--- src/rtl/pc_control.sv ---
// Program-counter sequencer: sequential fetch, taken-branch redirect with a fixed flush window,
// and halt/resume. Define BRANCH_COUNT_EN to add the saturating taken-branch counter output.
module pc_control #(
  parameter int unsigned       WIDTH        = 16,
  parameter logic [WIDTH-1:0]  RESET_PC     = '0,
  parameter int unsigned       FLUSH_CYCLES = 2
) (
  input  logic             clk_i,
  input  logic             rst_i,
  input  logic             salto_i,
  input  logic             branch_valid_i,
  input  logic [WIDTH-1:0] destino_i,
  input  logic             stall_i,
  input  logic             halt_i,
  input  logic             resume_i,
  input  logic             imem_ready_i,
  output logic             imem_req_o,
  output logic [WIDTH-1:0] pc_o,
`ifdef BRANCH_COUNT_EN
  output logic             flush_o,
  output logic [15:0]      contagem_saltos_o
`else
  output logic             flush_o
`endif
);

  typedef enum logic [1:0] {StFetch, StFlush, StHalted} state_e;

  localparam logic [3:0]       FlushLoad = 4'(FLUSH_CYCLES);
  localparam logic [WIDTH-1:0] PcOne     = {{(WIDTH - 1){1'b0}}, 1'b1};

  state_e           state_q;
  logic [WIDTH-1:0] pc_q;
  logic [3:0]       cnt_q;
  logic             flush_q;
  logic             req_q;
  logic             taken;

  assign taken = branch_valid_i & salto_i;

  always_ff @(posedge clk_i) begin
    if (rst_i) begin
      state_q <= StFetch;
      pc_q    <= RESET_PC;
      cnt_q   <= '0;
      flush_q <= 1'b0;
      req_q   <= 1'b1;
    end else begin
      unique case (state_q)
        StFetch: begin
          // A taken branch wins over halt, stall and imem_ready.
          if (taken) begin
            pc_q    <= destino_i;
            cnt_q   <= FlushLoad;
            state_q <= StFlush;
            flush_q <= 1'b1;
            req_q   <= 1'b0;
          end else if (halt_i) begin
            state_q <= StHalted;
            req_q   <= 1'b0;
          end else if (imem_ready_i && !stall_i) begin
            pc_q <= pc_q + PcOne;
          end
        end
        StFlush: begin
          if (taken) begin
            pc_q  <= destino_i;
            cnt_q <= FlushLoad;
          end else if (cnt_q <= 4'd1) begin
            // Last bubble: a pending halt is honoured only once the flush window closes.
            cnt_q   <= '0;
            flush_q <= 1'b0;
            if (halt_i) begin
              state_q <= StHalted;
              req_q   <= 1'b0;
            end else begin
              state_q <= StFetch;
              req_q   <= 1'b1;
            end
          end else begin
            cnt_q <= cnt_q - 4'd1;
          end
        end
        StHalted: begin
          if (resume_i && !halt_i) begin
            state_q <= StFetch;
            req_q   <= 1'b1;
          end
        end
        default: begin
          state_q <= StFetch;
          cnt_q   <= '0;
          flush_q <= 1'b0;
          req_q   <= 1'b1;
        end
      endcase
    end
  end

`ifdef BRANCH_COUNT_EN
  logic [15:0] br_cnt_q;

  always_ff @(posedge clk_i) begin
    if (rst_i) begin
      br_cnt_q <= '0;
    end else if (taken && (state_q != StHalted) && (br_cnt_q != 16'hFFFF)) begin
      br_cnt_q <= br_cnt_q + 16'd1;
    end
  end

  assign contagem_saltos_o = br_cnt_q;
`endif

  assign pc_o       = pc_q;
  assign flush_o    = flush_q;
  assign imem_req_o = req_q;

endmodule

--- config.mk ---
export PLATFORM = sky130hd
export DESIGN_NAME = pc_control
export DESIGN_NICKNAME = d
export VERILOG_FILES = /design/src/rtl/pc_control.sv
export SDC_FILE = /design/constraint.sdc
export NUM_CORES = 1
export LEC_CHECK = 0
export CORE_ASPECT_RATIO = 1.2
export CORE_MARGIN = 2
export CORE_UTILIZATION = 50
export DETAILED_ROUTE_END_ITERATION = 8
export PLACE_DENSITY_LB_ADDON = 0.2
export SLEW_MARGIN = 0
export SYNTH_ARGS = -nofsm -noshare
export SYNTH_HDL_FRONTEND = slang
export SYNTH_SLANG_ARGS = --single-unit
--- constraint.sdc ---
create_clock -name clk_i -period 4.1 [get_ports clk_i]
set_clock_uncertainty 0.05 [all_clocks]
set_input_delay 0.82 -clock clk_i [delete_from_list [all_inputs] [get_ports clk_i]]
set_output_delay 0.82 -clock clk_i [all_outputs]
set_load 0.005 [all_outputs]
==> flow_metrics.py <==
metrics = {
    "clock_tree": {
        "path_clk_slew_ns": 0.14,
        "cts_tree": "done",
        "cts_buffers": 3,
        "cts.htree.levels": 1,
        "clkSinkCount": 24,
        "clockBufferDepth": 2,
        "clockRootBuffer": "clkbuf_4",
        "clock_latency_ns": 0.32,
        "postCtsHoldBufs": 0,
        "postCtsSetupRepairBufs": 0,
        "ctsResizeCount": 0,
    },
    "synth": {
        "yosys.area.top_type_share_pct": 33.1,
        "syn_avg_cell_area_um2": 7.68,
        "syn-num-nets": 216,
        "synth.top_cells.by_count": "nor2_1 (29), dfxtp_1 (24), a22oi_1 (13), nor3_1 (13)",
        "synth_seq_cells": 24,
        "ys_seq_area_share_pct": 33.1,
        "synth.distinct_cells": 39,
        "synth.largest_area_cell": "dfxtp_1",
        "yosysMostFrequentCell": "nor2_1",
        "yosysWarnings": 0,
        "yosys-top-cells-area": "dfxtp_1 (33%), nor2_1 (7.5%), a22oi_1 (6.7%)",
        "ys_async_sr_fraction_pct": 0,
        "synth_flop_cell": "dfxtp_1",
        "synth_area_um2": 1450,
        "syn_inst": 189,
        "synth_edf_count": 0,
    },
    "floorplan": {
        "core_area_um2": 2790,
        "initial_core_util_pct": 52.1,
        "die_area_um2": 3350,
        "die_y_um": 63.0,
        "pin_count": 42,
        "die_width_um": 53.2,
        "rows": 21,
    },
    "placement": {
        "place_ws_ns": 0.934,
        "post-dp-hpwl_um": 2820,
        "placed_area_um2": 1840,
        "globalplace.congestion": 0.801,
        "dp.cells": 253,
        "port_buffers": 41,
    },
    "power": {
        "p_per_area_nw_per_um2": 296,
        "p_leak_nw": 0.640,
        "vdd_drop_max_v": 0.000200,
        "finalPower_uw": 561,
    },
    "layout": {
        "drive_above_1_share_pct": 3.59,
        "fin_util_pct": 68.0,
        "stdcell_area_um2": 1890,
        "ff_latch_area_um2": 480,
        "area_delta_synth_final_pct": 30.5,
        "fillers": 248,
        "fin_nets": 251,
        "multi_input_area_um2": 886,
        "antenna_cells": 0,
        "stdcell_count": 257,
    },
    "detailed_routing": {
        "firstDrtPassIters": 4,
        "vias": 1603,
        "routed_wl_um": 4030,
        "wire_per_inst_um": 15.7,
        "initialDrtViolationCount": 86,
        "viasPerCell": 6.24,
        "ant_nets": 0,
        "route.detailed.drc": 0,
    },
    "worst_setup_path": {
        "reg2reg_from": "state_q[0]$_SDFFE_PP0P_",
        "crit_chain": "clkdlybuf4s50_1, or4b_4, a21oi_4, o21ai_0, a22oi_1, nor2_1",
        "critPathLaunch": "halt_i",
        "endpoint_kind": "flop",
        "reg2reg_depth": 5,
        "critical_path_class": "primary input to flop",
        "cp_max_fo": 31,
        "critPathLaunchType": "primary input",
        "critPathSlowestCell": "a21oi_4",
        "required_ns": 4.24,
        "crit_path_max_incr_delay_ns": 0.63,
        "worstPathArrival_ns": 3.01,
    },
    "timing": {
        "min_period_over_period_pct": 70.0,
        "period_needed_ns": 2.87,
        "slew_headroom_pct": 38.8,
        "worst_pin_slew_ns": 0.915,
        "worst_slack_ns": 1.23,
        "hold_viol_final": 0,
        "slew_viol_final": 0,
        "fmax_mhz": 348,
        "fin_hold_ws_ns": 0.456,
        "rsz0062_at_grt": "false",
        "setup_tns_ns": 0,
        "setup_violations": 0,
    },
    "global_routing": {
        "antenna_found_initial": 0,
        "grt_pass1_vias": 1496,
        "grt_max_degree": 32,
        "grt_use_total_pct": 25.4,
        "grt_pass1_wl_um": 6580,
        "grt_overflow": 0,
    },
    "min_path": {
        "whs_path_depth": 2,
        "worstHoldStart": "imem_req_o$_SDFFE_PP1P_",
        "hold_class": "flop to flop",
    },
    "flow_run": {
        "max-cap-violations": 0,
    },
    "run_status": {
        "outcome": "finished clean",
    },
}
report_power, final:
part,internal (mW),switching [mW]
combinational,0.0655,0.0589
clock,0.0988,0.0769
sequential,0.245,0.0155
total,0.410,0.151
routing by layer:
metal	up-vias	global-route usage, %	share of wire [%]
li1	775	-	-
met5	-	0	0
met4	0	9.29	0.92
met2	69	43.8	52
met1	755	31.9	41
met3	4	2.15	6.1
logic make-up (layout without fill, tap and decap cells):
family | Yosys count | in the layout | synth area share [%]
AO/OA/AOI/OAI | 62 | 62 | 30.7
adder cells (fa/ha/maj) | 3 | 3 | 2.59
buffers and inverters | 17 | 51 | 5.86
flip-flops | 24 | 24 | 33.1
multiplexers | 1 | 1 | 0.690
AND/OR/NAND/NOR | 82 | 82 | 27.1
layout make-up:
cell class | instances | share of cell area, %
clock inverters | 1 | 1.59
inverters | 6 | 1.19
multi-input cells | 148 | 46.8
flip-flops and latches | 24 | 25.4
well taps | 34 | 2.25
clock buffers | 3 | 1.19
repair buffers | 41 | 21.7
state kept, by name (all words and copies together) (netlist names):
register / count
pc_o: 16
cnt_q: 4
imem_req_o: 1
state_q: 2
flush_o: 1
worst paths after layout:
check | to | slack, ns
setup / recovery | pc_o[7]$_SDFFE_PP0P_ | 1.23
hold / removal | imem_req_o$_SDFFE_PP1P_ | 0.46
setup reg to reg | pc_o[7]$_SDFFE_PP0P_ | 1.81
hold reg to reg | imem_req_o$_SDFFE_PP1P_ | 0.46
worst max-delay path: cells and delay by family:
| family | cells | cell delay (ns) |
|---|---|---|
| simple gates | 2 | 0.62 |
| compound gates | 3 | 1.06 |
| buf+inv | 1 | 0.49 |
placed cells by master, fill, tap and decap left out, drive strengths merged, types with 8 or more instances in the layout:
cell	Yosys	final
nand3	10	10
o21ai	16	16
nor2	29	29
dfxtp	24	24
a22oi	13	13
a22o	9	9
clkdlybuf4s50	0	41
nor3	13	13
nand2	11	11
a21oi	8	8
No activity file was read; power rests on OpenSTA's default activity.
